<file path="src/rtl/calc_pkg.sv">
// Shared types and codes for the calculator front-panel sequencer.
package calc_pkg;

  localparam int unsigned REG_CNT   = 4;
  localparam int unsigned REG_IDX_W = 2;

  typedef enum logic [2:0] {
    ST_IDLE    = 3'd0,
    ST_OPSEL   = 3'd1,
    ST_SIZESEL = 3'd2,
    ST_LOADA   = 3'd3,
    ST_LOADB   = 3'd4,
    ST_EXEC    = 3'd5,
    ST_WAIT    = 3'd6,
    ST_DONE    = 3'd7
  } state_t;

  localparam logic [2:0] MODE_FP     = 3'b000;
  localparam logic [2:0] MODE_ARITH  = 3'b001;
  localparam logic [2:0] MODE_BITMAN = 3'b010;
  localparam logic [2:0] MODE_LOGIC  = 3'b011;
  localparam logic [2:0] MODE_FETCH  = 3'b100;
  localparam logic [2:0] MODE_STORE  = 3'b101;

  localparam logic [1:0] UNIT_FPU   = 2'b00;
  localparam logic [1:0] UNIT_ARITH = 2'b01;
  localparam logic [1:0] UNIT_MANIP = 2'b10;
  localparam logic [1:0] UNIT_LOGIC = 2'b11;

  localparam logic [2:0] OP_ARITH_LOG = 3'b100;
  localparam logic [2:0] OP_LOGIC_NOT = 3'b110;

  localparam logic [1:0] SIZE_16 = 2'b00;
  localparam logic [1:0] SIZE_32 = 2'b01;
  localparam logic [1:0] SIZE_64 = 2'b10;

  // Number of 16-bit entry words for an operand of the given size.
  function automatic logic [2:0] size_words(input logic [1:0] size);
    logic [2:0] n;
    case (size)
      SIZE_16: n = 3'd1;
      SIZE_32: n = 3'd2;
      default: n = 3'd4;
    endcase
    return n;
  endfunction

  function automatic logic mode_is_valid(input logic [2:0] m);
    return (m <= MODE_STORE);
  endfunction

endpackage

</file>
<file path="src/rtl/calc_sequencer_if.sv">
// Sequencer-to-execution-unit bus: operation select, operands, issue and results.
interface calc_sequencer_if #(
  parameter int unsigned DATA_W = 64
);
  logic [1:0]        unit_sel;
  logic [2:0]        op_sel;
  logic [1:0]        rmode;
  logic [1:0]        size_sel;
  logic [DATA_W-1:0] opa;
  logic [DATA_W-1:0] opb;
  logic              start;
  logic              fpu_ready;
  logic [DATA_W-1:0] fp_out;
  logic [DATA_W-1:0] calc_out;
  logic [DATA_W-1:0] manip_out;
  logic [DATA_W-1:0] logic_out;

  modport master (
    output unit_sel, op_sel, rmode, size_sel, opa, opb, start,
    input  fpu_ready, fp_out, calc_out, manip_out, logic_out
  );

  modport slave (
    input  unit_sel, op_sel, rmode, size_sel, opa, opb, start,
    output fpu_ready, fp_out, calc_out, manip_out, logic_out
  );
endinterface

</file>
<file path="src/rtl/calc_regfile.sv">
// 4-entry operand register file: one synchronous write port, one async read port.
module calc_regfile
  import calc_pkg::*;
#(
  parameter int unsigned DATA_W = 64
) (
  input  logic                 clk,
  input  logic                 rst,
  input  logic                 wr_en,
  input  logic [REG_IDX_W-1:0] wr_idx,
  input  logic [DATA_W-1:0]    wr_data,
  input  logic [REG_IDX_W-1:0] rd_idx,
  output logic [DATA_W-1:0]    rd_data_c
);

  logic [DATA_W-1:0] mem [REG_CNT];

  always_ff @(posedge clk or negedge rst) begin
    if (!rst) begin
      mem <= '{default: '0};
    end else if (wr_en) begin
      mem[wr_idx] <= wr_data;
    end
  end

  assign rd_data_c = mem[rd_idx];

endmodule

</file>
<file path="src/rtl/calc_sequencer.sv">
// Front-panel sequencer: mode/op/size/operand entry, unit issue, result latch.
// Optional FPU WAIT timeout enabled by defining CALC_SEQ_TIMEOUT_EN.
module calc_sequencer
  import calc_pkg::*;
#(
  parameter int unsigned WORD_W      = 16,
  parameter int unsigned DATA_W      = 64,
  parameter int unsigned INT_LAT     = 1,
  parameter int unsigned FPU_TIMEOUT = 255
) (
  input  logic               clk,
  input  logic               rst,
  input  logic               btn,
  input  logic [WORD_W-1:0]  switches,
  calc_sequencer_if.master   bus,
  output logic [DATA_W-1:0]  result,
  output logic               result_valid,
  output logic               sign,
  output logic               busy,
  output logic               timeout,
  output logic [2:0]         state_dbg
);

  localparam int unsigned NWORDS = DATA_W / WORD_W;
  localparam int unsigned IDX_W  = (NWORDS > 1) ? $clog2(NWORDS) : 1;
  localparam int unsigned LAT_W  = $clog2(INT_LAT + 1);

  if (INT_LAT < 1 || FPU_TIMEOUT < 1) begin : g_bad_cfg
    $error("calc_sequencer: INT_LAT and FPU_TIMEOUT must be at least 1");
  end

  state_t state, state_nx;

  logic [2:0]           mode_q;
  logic [2:0]           op_q;
  logic [1:0]           unit_q;
  logic [1:0]           rmode_q;
  logic [1:0]           size_q;
  logic [REG_IDX_W-1:0] idx_q;
  logic [DATA_W-1:0]    opa_q;
  logic [DATA_W-1:0]    opb_q;
  logic [IDX_W-1:0]     word_cnt;
  logic [LAT_W-1:0]     lat_cnt;
  logic                 start_q;

  logic              last_word_c;
  logic              skip_b_c;
  logic              lat_done_c;
  logic              tmo_hit_c;
  logic              wait_done_c;
  logic              wr_en_c;
  logic [DATA_W-1:0] rd_data_c;
  logic [DATA_W-1:0] res_nx_c;

  function automatic logic size_msb(input logic [1:0] size, input logic [DATA_W-1:0] v);
    logic b;
    case (size)
      SIZE_16: b = v[WORD_W-1];
      SIZE_32: b = v[2*WORD_W-1];
      default: b = v[DATA_W-1];
    endcase
    return b;
  endfunction

  assign last_word_c = (3'(word_cnt) == (size_words(size_q) - 3'd1));
  assign skip_b_c    = (mode_q == MODE_STORE) ||
                       ((mode_q == MODE_ARITH) && (op_q == OP_ARITH_LOG)) ||
                       ((mode_q == MODE_LOGIC) && (op_q == OP_LOGIC_NOT));
  assign lat_done_c  = (lat_cnt == LAT_W'(INT_LAT - 1));
  assign wait_done_c = (mode_q == MODE_FP) ? (bus.fpu_ready || tmo_hit_c) : lat_done_c;
  assign wr_en_c     = (state == ST_EXEC) && (mode_q == MODE_STORE);

  calc_regfile #(.DATA_W(DATA_W)) u_regfile (
    .clk       (clk),
    .rst       (rst),
    .wr_en     (wr_en_c),
    .wr_idx    (idx_q),
    .wr_data   (opa_q),
    .rd_idx    (idx_q),
    .rd_data_c (rd_data_c)
  );

`ifdef CALC_SEQ_TIMEOUT_EN
  localparam int unsigned TMO_W = $clog2(FPU_TIMEOUT + 1);

  logic [TMO_W-1:0] tmo_cnt;

  // FP WAIT cycle counter; restarts every time WAIT is entered.
  always_ff @(posedge clk or negedge rst) begin
    if (!rst) begin
      tmo_cnt <= '0;
    end else if (state == ST_WAIT) begin
      tmo_cnt <= tmo_cnt + TMO_W'(1);
    end else begin
      tmo_cnt <= '0;
    end
  end

  assign tmo_hit_c = (state == ST_WAIT) && (mode_q == MODE_FP) && !bus.fpu_ready &&
                     (tmo_cnt == TMO_W'(FPU_TIMEOUT - 1));

  // Sticky until the next issue.
  always_ff @(posedge clk or negedge rst) begin
    if (!rst) begin
      timeout <= 1'b0;
    end else if (state_nx == ST_EXEC) begin
      timeout <= 1'b0;
    end else if (tmo_hit_c) begin
      timeout <= 1'b1;
    end
  end
`else
  assign tmo_hit_c = 1'b0;
  assign timeout   = 1'b0;
`endif

  always_ff @(posedge clk or negedge rst) begin
    if (!rst) begin
      state <= ST_IDLE;
    end else begin
      state <= state_nx;
    end
  end

  always_comb begin
    state_nx = state;
    case (state)
      ST_IDLE:    if (btn && mode_is_valid(switches[2:0])) state_nx = ST_OPSEL;
      ST_OPSEL:   if (btn) state_nx = ST_SIZESEL;
      ST_SIZESEL: if (btn) state_nx = (mode_q == MODE_FETCH) ? ST_EXEC : ST_LOADA;
      ST_LOADA:   if (btn && last_word_c) state_nx = skip_b_c ? ST_EXEC : ST_LOADB;
      ST_LOADB:   if (btn && last_word_c) state_nx = ST_EXEC;
      ST_EXEC:    state_nx = ((mode_q == MODE_FETCH) || (mode_q == MODE_STORE)) ? ST_DONE : ST_WAIT;
      ST_WAIT:    if (wait_done_c) state_nx = ST_DONE;
      ST_DONE:    state_nx = ST_IDLE;
      default:    state_nx = ST_IDLE;
    endcase
  end

  // Result source by mode; a timed-out FP operation yields zero.
  always_comb begin
    res_nx_c = '0;
    case (mode_q)
      MODE_FP:     res_nx_c = bus.fp_out;
      MODE_ARITH:  res_nx_c = bus.calc_out;
      MODE_BITMAN: res_nx_c = bus.manip_out;
      MODE_LOGIC:  res_nx_c = bus.logic_out;
      MODE_FETCH:  res_nx_c = rd_data_c;
      MODE_STORE:  res_nx_c = opa_q;
      default:     res_nx_c = '0;
    endcase
    if (tmo_hit_c) begin
      res_nx_c = '0;
    end
  end

  // WAIT latency counter for the fixed-latency integer units.
  always_ff @(posedge clk or negedge rst) begin
    if (!rst) begin
      lat_cnt <= '0;
    end else if (state == ST_WAIT) begin
      lat_cnt <= lat_cnt + LAT_W'(1);
    end else begin
      lat_cnt <= '0;
    end
  end

  // Entry registers: captured from switches on btn in the entry states.
  always_ff @(posedge clk or negedge rst) begin
    if (!rst) begin
      mode_q   <= '0;
      op_q     <= '0;
      unit_q   <= '0;
      rmode_q  <= '0;
      size_q   <= '0;
      idx_q    <= '0;
      opa_q    <= '0;
      opb_q    <= '0;
      word_cnt <= '0;
    end else if (btn) begin
      case (state)
        ST_IDLE: begin
          if (mode_is_valid(switches[2:0])) begin
            mode_q <= switches[2:0];
            unit_q <= switches[2] ? UNIT_FPU : switches[1:0];
          end
        end
        ST_OPSEL: begin
          op_q <= switches[2:0];
          if (mode_q == MODE_FP) rmode_q <= switches[4:3];
          if ((mode_q == MODE_FETCH) || (mode_q == MODE_STORE)) idx_q <= switches[1:0];
        end
        ST_SIZESEL: begin
          size_q <= (switches[1:0] == 2'b11) ? SIZE_64 : switches[1:0];
          if (mode_q != MODE_FETCH) begin
            opa_q    <= '0;
            opb_q    <= '0;
            word_cnt <= '0;
          end
        end
        ST_LOADA: begin
          for (int unsigned w = 0; w < NWORDS; w++) begin
            if (word_cnt == IDX_W'(w)) opa_q[w*WORD_W +: WORD_W] <= switches;
          end
          word_cnt <= last_word_c ? '0 : word_cnt + IDX_W'(1);
        end
        ST_LOADB: begin
          for (int unsigned w = 0; w < NWORDS; w++) begin
            if (word_cnt == IDX_W'(w)) opb_q[w*WORD_W +: WORD_W] <= switches;
          end
          word_cnt <= last_word_c ? '0 : word_cnt + IDX_W'(1);
        end
        default: ;
      endcase
    end
  end

  // Status outputs registered from the next state so they align with it.
  always_ff @(posedge clk or negedge rst) begin
    if (!rst) begin
      start_q      <= 1'b0;
      busy         <= 1'b0;
      result_valid <= 1'b0;
      result       <= '0;
      sign         <= 1'b0;
    end else begin
      start_q      <= (state_nx == ST_EXEC);
      busy         <= (state_nx == ST_EXEC) || (state_nx == ST_WAIT);
      result_valid <= (state_nx == ST_DONE);
      if (state_nx == ST_DONE) begin
        result <= res_nx_c;
        sign   <= size_msb(size_q, res_nx_c);
      end
    end
  end

  assign bus.unit_sel = unit_q;
  assign bus.op_sel   = op_q;
  assign bus.rmode    = rmode_q;
  assign bus.size_sel = size_q;
  assign bus.opa      = opa_q;
  assign bus.opb      = opb_q;
  assign bus.start    = start_q;
  assign state_dbg    = state;

endmodule

</file>
<file path="src/flat_wrapper.sv">
// flat-port wrapper written by rule: the top's interface ports become plain ports
module calc_sequencer_flat import calc_pkg::*;
#(
  parameter int unsigned WORD_W      = 16,
  parameter int unsigned DATA_W      = 64,
  parameter int unsigned INT_LAT     = 1,
  parameter int unsigned FPU_TIMEOUT = 255
)
  (clk, rst, btn, switches, result, result_valid, sign, busy, timeout, state_dbg, bus_unit_sel, bus_op_sel, bus_rmode, bus_size_sel, bus_opa, bus_opb, bus_start, bus_fpu_ready, bus_fp_out, bus_calc_out, bus_manip_out, bus_logic_out);
  calc_sequencer_if #(.DATA_W(DATA_W)) bus_i ();
  input  logic clk;
  input  logic rst;
  input  logic btn;
  input  logic [WORD_W-1:0] switches;
  output logic [DATA_W-1:0] result;
  output logic result_valid;
  output logic sign;
  output logic busy;
  output logic timeout;
  output logic [2:0] state_dbg;
  output wire logic [$bits(bus_i.unit_sel)-1:0] bus_unit_sel;
  output wire logic [$bits(bus_i.op_sel)-1:0] bus_op_sel;
  output wire logic [$bits(bus_i.rmode)-1:0] bus_rmode;
  output wire logic [$bits(bus_i.size_sel)-1:0] bus_size_sel;
  output wire logic [$bits(bus_i.opa)-1:0] bus_opa;
  output wire logic [$bits(bus_i.opb)-1:0] bus_opb;
  output wire logic [$bits(bus_i.start)-1:0] bus_start;
  input wire logic [$bits(bus_i.fpu_ready)-1:0] bus_fpu_ready;
  input wire logic [$bits(bus_i.fp_out)-1:0] bus_fp_out;
  input wire logic [$bits(bus_i.calc_out)-1:0] bus_calc_out;
  input wire logic [$bits(bus_i.manip_out)-1:0] bus_manip_out;
  input wire logic [$bits(bus_i.logic_out)-1:0] bus_logic_out;
  assign bus_unit_sel = bus_i.unit_sel;
  assign bus_op_sel = bus_i.op_sel;
  assign bus_rmode = bus_i.rmode;
  assign bus_size_sel = bus_i.size_sel;
  assign bus_opa = bus_i.opa;
  assign bus_opb = bus_i.opb;
  assign bus_start = bus_i.start;
  assign bus_i.fpu_ready = bus_fpu_ready;
  assign bus_i.fp_out = bus_fp_out;
  assign bus_i.calc_out = bus_calc_out;
  assign bus_i.manip_out = bus_manip_out;
  assign bus_i.logic_out = bus_logic_out;
  calc_sequencer #(.WORD_W(WORD_W), .DATA_W(DATA_W), .INT_LAT(INT_LAT), .FPU_TIMEOUT(FPU_TIMEOUT)) u_core (.clk(clk), .rst(rst), .btn(btn), .switches(switches), .bus(bus_i), .result(result), .result_valid(result_valid), .sign(sign), .busy(busy), .timeout(timeout), .state_dbg(state_dbg));
endmodule
</file>
<file path="config.mk">
export PLATFORM = sky130hd
export DESIGN_NAME = calc_sequencer_flat
export DESIGN_NICKNAME = d
export VERILOG_FILES = /design/src/rtl/calc_pkg.sv /design/src/rtl/calc_sequencer_if.sv /design/src/rtl/calc_regfile.sv /design/src/rtl/calc_sequencer.sv /design/src/flat_wrapper.sv
export SDC_FILE = /design/constraint.sdc
export NUM_CORES = 1
export LEC_CHECK = 0
export BUFFER_PORTS_ARGS = -buffer_cell sky130_fd_sc_hd__buf_2
export CAP_MARGIN = 0
export CELL_PAD_IN_SITES_DETAIL_PLACEMENT = 0
export CELL_PAD_IN_SITES_GLOBAL_PLACEMENT = 1
export CORE_MARGIN = 5
export CORE_UTILIZATION = 48
export DETAILED_ROUTE_END_ITERATION = 16
export PLACE_DENSITY_LB_ADDON = 0.1
export SLEW_MARGIN = 10
export SYNTH_ARGS = -nofsm -noshare
export SYNTH_HDL_FRONTEND = slang
export SYNTH_SLANG_ARGS = --single-unit
</file>
<file path="constraint.sdc">
create_clock -name clk -period 4.7 [get_ports clk]
set_clock_uncertainty 0.05 [all_clocks]
set_input_delay 0.94 -clock clk [delete_from_list [all_inputs] [get_ports clk]]
set_output_delay 0.94 -clock clk [all_outputs]
set_load 0.03 [all_outputs]
</file>
* After elaboration in Yosys (flattened, before gate mapping)
Index checks and enable logic that the tools add are counted.
** Word-level totals
- Register bits :: 472
- Input bits :: 276
- Logic and storage cells :: 132
** Cells by class
- $add $sub $neg :: 3
- Magnitude comparators :: 3
- Equal/unequal tests :: 33
- Muxes and demuxes :: 33
- Bitwise gates (word level) :: 2
- Reductions and logical operators :: 32
** Operators with widths (number)
- $pmux W64 S6 :: 1
- $bwmux W256 :: 1
- $mux W64 :: 4
- $pmux W64 S2 :: 2
- $bmux W64 S2 :: 1
- $demux W64 S2 :: 1
- $mux W16 :: 4
- $eq A3 B3 Y1 const B :: 11
- $reduce_and A4 Y1 :: 8
- $pmux W3 S8 :: 1
- $mux W3 :: 7
- $ne A2 B1 Y1 const B :: 9
- $eq A3 B2 Y1 const B :: 4
- $reduce_and A3 Y1 :: 4
- $mux W2 :: 4
- $eq A2 B2 Y1 const B :: 3
- $eq A3 B1 Y1 const B :: 2
- $logic_and A1 B1 Y1 :: 6
- $logic_not A3 Y1 :: 2
- $pmux W3 S2 :: 1
- $reduce_bool A2 Y1 :: 3
- $eq A2 B1 Y1 const B :: 2
- $logic_not A2 Y1 :: 2
- $logic_or A1 B1 Y1 :: 4
- other kinds (15) :: 19

* Depth between registers and ports, before layout
- Word-level depth :: 9
- Mapped depth :: 9

* By module
A second synthesis with hierarchy kept.
** Second synthesis, totals
- Cell total of the unflattened synthesis :: 1529
- Area total of the unflattened synthesis :: 21700.8 µm²
** By module, submodules not included
- calc_regfile :: times used 1, cells each 621, area an instance 11162.0 µm², seq. area each 6406.1 µm²
- calc_sequencer :: times used 1, cells each 908, area an instance 10538.9 µm², seq. area each 5405.2 µm²

* Worst setup path before layout
No wires, ideal clock.
- Path kind :: reg2reg
- Start :: register u_core.size_q[1], in the netlist u_core.bus.size_sel[1]
- End :: register u_core.busy
- Library setup time :: 0.130 ns
- Arrival time :: 2.043 ns
- Required time :: 4.520 ns
- Slack :: 2.477 ns
- Cell stages (with the launch flop) :: 8
- Path buffers :: 0
- Period minus slack after synthesis :: 2.223 ns
- Path through :: dfrtp_1 or2_2 ha_1 xor2_1 o21a_1 a221oi_1 o211ai_1 mux2i_1
** Between the ends
- Longest elaborated chain between the ends :: 9
- Elaborated cells between the ends (all ways) :: 12
- Classes of those cells :: add/sub: 1; eq/ne: 4; mux: 4; reduce/logical: 3
** RTL lines
- from (decl) :: line calc_sequencer.sv:38 : logic [1:0] size_q;
- from (signal assigned) :: line calc_sequencer.sv:194 : size_q <= (switches[1:0] == 2'b11) ? SIZE_64 : switches[1:0];
- $eq A2 B1 Y1 or $logic_not A2 Y1 (tied branches) :: line calc_pkg.sv:40 : case (size)
- $pmux W3 S2 (*) :: line calc_pkg.sv:40
- $sub A3 B1 Y3 (*) :: line calc_sequencer.sv:65 : assign last_word_c = (3'(word_cnt) == (size_words(size_q) - 3'd1));
- $eq A2 B3 Y1 (*) :: line calc_sequencer.sv:65
- $logic_and A1 B1 Y1 (*) :: line calc_sequencer.sv:131, calc_sequencer.sv:132
- $mux W3 (on tied branches) :: line calc_sequencer.sv:132, calc_sequencer.sv:131
- $pmux W3 S8 (*) :: line calc_sequencer.sv:127 : case (state)
- net u_core.state_nx[0] :: line calc_sequencer.sv:32 : state_t state, state_nx;
- $eq A3 B3 Y1 :: line calc_sequencer.sv:228 : busy <= (state_nx == ST_EXEC) || (state_nx == ST_WAIT);
- $logic_or A1 B1 Y1 (*) :: line calc_sequencer.sv:228
- to (signal assigned) :: line calc_sequencer.sv:228
- to (decl) :: line calc_sequencer.sv:19 : output logic busy,
Mark *: on every way through the listed nets, which the timed path passes. The rest lies on a longest branch.
A chain may end at the register's enable or synchronous reset.

* Worst setup path in the final report
- Start :: register u_core.mode_q[2]
- End :: register u_core.opb_q[0], in the netlist u_core.bus.opb[0]
** Between the ends
- Longest elaborated chain between the ends :: 3
** RTL lines
- from (decl) :: line calc_sequencer.sv:34 : logic [2:0] mode_q;
- from (signal assigned) :: line calc_sequencer.sv:184 : mode_q <= switches[2:0];
- $ne A3 B3 Y1 :: line calc_sequencer.sv:195 : if (mode_q != MODE_FETCH) begin
- $ne A2 B1 Y1 (no line)
- $reduce_and A4 Y1 (no line)
- to (signal, indexed assignment) :: line calc_sequencer.sv:209 : if (word_cnt == IDX_W'(w)) opb_q[w*WORD_W +: WORD_W] <= switches;
- to (decl) :: line calc_sequencer.sv:41 : logic [DATA_W-1:0] opb_q;
Every way passes these cells.

==> results.cfg <==
[outcome]
outcome = finished, final reports clean

[drt]
wl_per_cell_um = 25.6
dr.pass1.iters = 5
ant_nets = 0
remaining_drc_errors = 0
drt_wl_total_mm = 70.7
drtIter0Drc = 845
viasPerCell = 5.87
num_vias = 16201

[yosys]
postSynthCellCount = 1675
yosys.cell_count.top_type = dfrtp_1
ys_ff_latch = 472
yosysUniqueCellTypes = 64
netlist_top_cells_count = dfrtp_1, mux2_2, mux2_1
ys.flop_type = dfrtp_1
syn_area_um2 = 22600
synthTopCellsByArea = dfrtp_1, mux2_2, mux2_1
synth_top_area_cell = dfrtp_1
synth_top_area_share = 0.523
yosysSeqAreaShare = 0.523
yosys_warnings = 0
async_flop_share = 1.00
syn_area_per_cell_um2 = 13.5
synth_edf_count = 0
syn-num-nets = 1956

[place]
dp_hpwl_mm = 47.7
io_buffers = 483
post-place-ws_ps = 1620
gp_congestion = 0.820

[power]
seq_power_share = 0.367
p_sw_mw = 6.98
power.share.clock = 0.232
power.internal_mw = 9.61
ir_drop_mv = 0.359
combPwrFrac = 0.401
powerDensity_nw_per_um2 = 613
leakage_nw = 13.5
swShare = 0.421

[global_routing]
grt_max_degree = 103
grt_pass1_wl_mm = 106
antenna_found_initial = 5
track_usage = 0.269
first_global_vias = 17006
grt_overflow_total = 0

[final_layout]
drive_above_1_share = 0.445
areaGrowthSynthToFinish_pct = 19.7
finalNetCount = 2395

[clock_tree]
cts_resized = 0
clockBufferDepth = 3
numCtsBuffers = 50
cts_tree = built
cts-root-buf = clkbuf_16
clock-sinks = 472
post-cts-setup-buffers = 0
clock_latency_ps = 580
hold_buffers = 0
cts_max_level = 2
clk_pin_slew_ps = 60

[worst_setup_path]
end_kind = register
slowest_delay_ps = 880
r2r_cells = 5
path_class = reg -> reg
r2r_end = u_core.bus.opb[0]
path_cells = nor3b_2 > buf_4 > nor2_2 > o21ai_2 > mux2_2
crit_path_max_fanout = 43
worst_setup_path_start_kind = register
critPathRequiredTime_ps = 5110
reg2reg_slack_ps = 1610
critPathSlowestCell = dfrtp_4
worstReg2RegStart = u_core.mode_q[2]
arrival_ps = 3500

[die]
start_util = 0.485
die_area_um2 = 51500
row_count = 79
die_h_um = 227
design.core.area_um2 = 46600
boundaryPins = 485
die_x_um = 227

[timing]
timing.final.ws_setup_ps = 1610
setup_viol_count_final = 0
hold_viol = 0
slew_headroom = 0.241
max_freq_mhz = 324
min_period_ps = 3090
tns_ps = 0
slew_viol_final = 0
final.period_utilization = 0.657
worstMarginPinSlew_ps = 1140
holdWs_ps = 324
rsz0062_at_grt = false

[run]
max_cap_viol_count = 0

[worst_hold_path]
hold_class = in -> async
-- worst max path at each step --
| stage | start | end | cells past startpoint |
|---|---|---|---|
| after floorplan | u_core.bus.size_sel[1] | u_core.busy | 7 |
| after global placement | u_core.mode_q[2] | u_core.bus.opb[0] | 5 |
| after detailed placement | u_core.mode_q[2] | u_core.bus.opb[2] | 5 |
| after CTS | u_core.mode_q[2] | u_core.bus.opb[2] | 5 |
| after global routing | u_core.mode_q[2] | u_core.u_regfile.mem[90] | 6 |
| final | u_core.mode_q[2] | u_core.bus.opb[0] | 5 |
-- routing by layer --
metal,vias up,global-route usage,wire [um]
met5,-,0,41
met4,6,0.0891,2350
met2,556,0.433,33300
met1,8371,0.370,30100
li1,7149,-,-
met3,119,0.0574,4990
-- per-stage QoR --
step	util	cells	instance area (um^2)	power, mW
6_report	0.581	2759	27100	16.6
5_1_grt	0.581	2758	27100	17.4
4_1_cts	0.581	2758	27100	16.7
3_5_place_dp	0.547	2669	25500	12.9
3_3_place_gp	0.547	2669	25500	12.7
2_1_floorplan	-	1675	22600	10.4
-- kinds of logic (layout without fill, tap and decap cells) --
logic type	Yosys count	after routing	synth area share
AOI/OAI and AO/OA	262	262	0.0846
xor gates and xnor gates	2	2	0.000775
adders and majority gates	5	5	0.00277
buffers and inverters	144	620	0.0335
DFF	472	472	0.523
muxes	558	558	0.306
other	1	2	0.000166
and+or+nand+nor	231	231	0.0491
-- registers in the layout, indices dropped and copies added, names as in the netlist --
register              flops
u_core.u_regfile.mem    256
u_core.bus.opa           64
u_core.bus.opb           64
u_core.result            64
u_core.bus.op_sel         3
u_core.mode_q             3
u_core.state_dbg          3
u_core.bus.rmode          2
u_core.bus.size_sel       2
u_core.bus.unit_sel       2
u_core.idx_q              2
u_core.word_cnt           2
u_core.bus.start          1
u_core.busy               1
u_core.lat_cnt            1
u_core.result_valid       1
u_core.sign               1
-- cell usage in the layout, fill, tap and decap left out, types with 27 or more instances in the layout --
cell type / netlist / layout
a21oi_1: 68 / 68
o221ai_1: 47 / 47
mux4_2: 64 / 64
dfrtp_1: 472 / 467
a22oi_1: 48 / 48
buf_2: 41 / 482
a22o_1: 29 / 29
mux2i_1: 64 / 64
nor2_1: 79 / 76
nand2_1: 74 / 74
clkbuf_16: 0 / 53
mux2_2: 270 / 270
buf_4: 20 / 27
mux2_1: 160 / 160
-- critical path, delay by kind of cell (launching register included) --
family          cells  cell delay (ps)
mux                 1              410
simple gates        2              420
buf+inv             1              360
compound gates      1              800
flops               1              880
-- area by class of cell --
| cell class | instances | area, um^2 |
|---|---|---|
| diodes | 1 | 2.50 |
| repair buffers | 515 | 2730 |
| flip-flops and latches | 472 | 11800 |
| multi-input cells | 1059 | 10100 |
| well taps | 607 | 759 |
| clock buffers | 80 | 1520 |
| inverters | 16 | 62.6 |
| clock inverters | 9 | 75.1 |
| fillers | 3883 | 19500 |
-- power groups by stage --
| stage | logic (mW) | clock network (mW) | registers, mW |
|---|---|---|---|
| floorplan | 3.72 | 0 | 6.67 |
| global placement | 6.61 | 0 | 6.11 |
| detailed placement | 6.70 | 0 | 6.15 |
| CTS | 6.71 | 3.95 | 6.08 |
| global route | 7.11 | 4.11 | 6.22 |
| finish | 6.65 | 3.86 | 6.08 |
(Power assumes the default switching activity.)
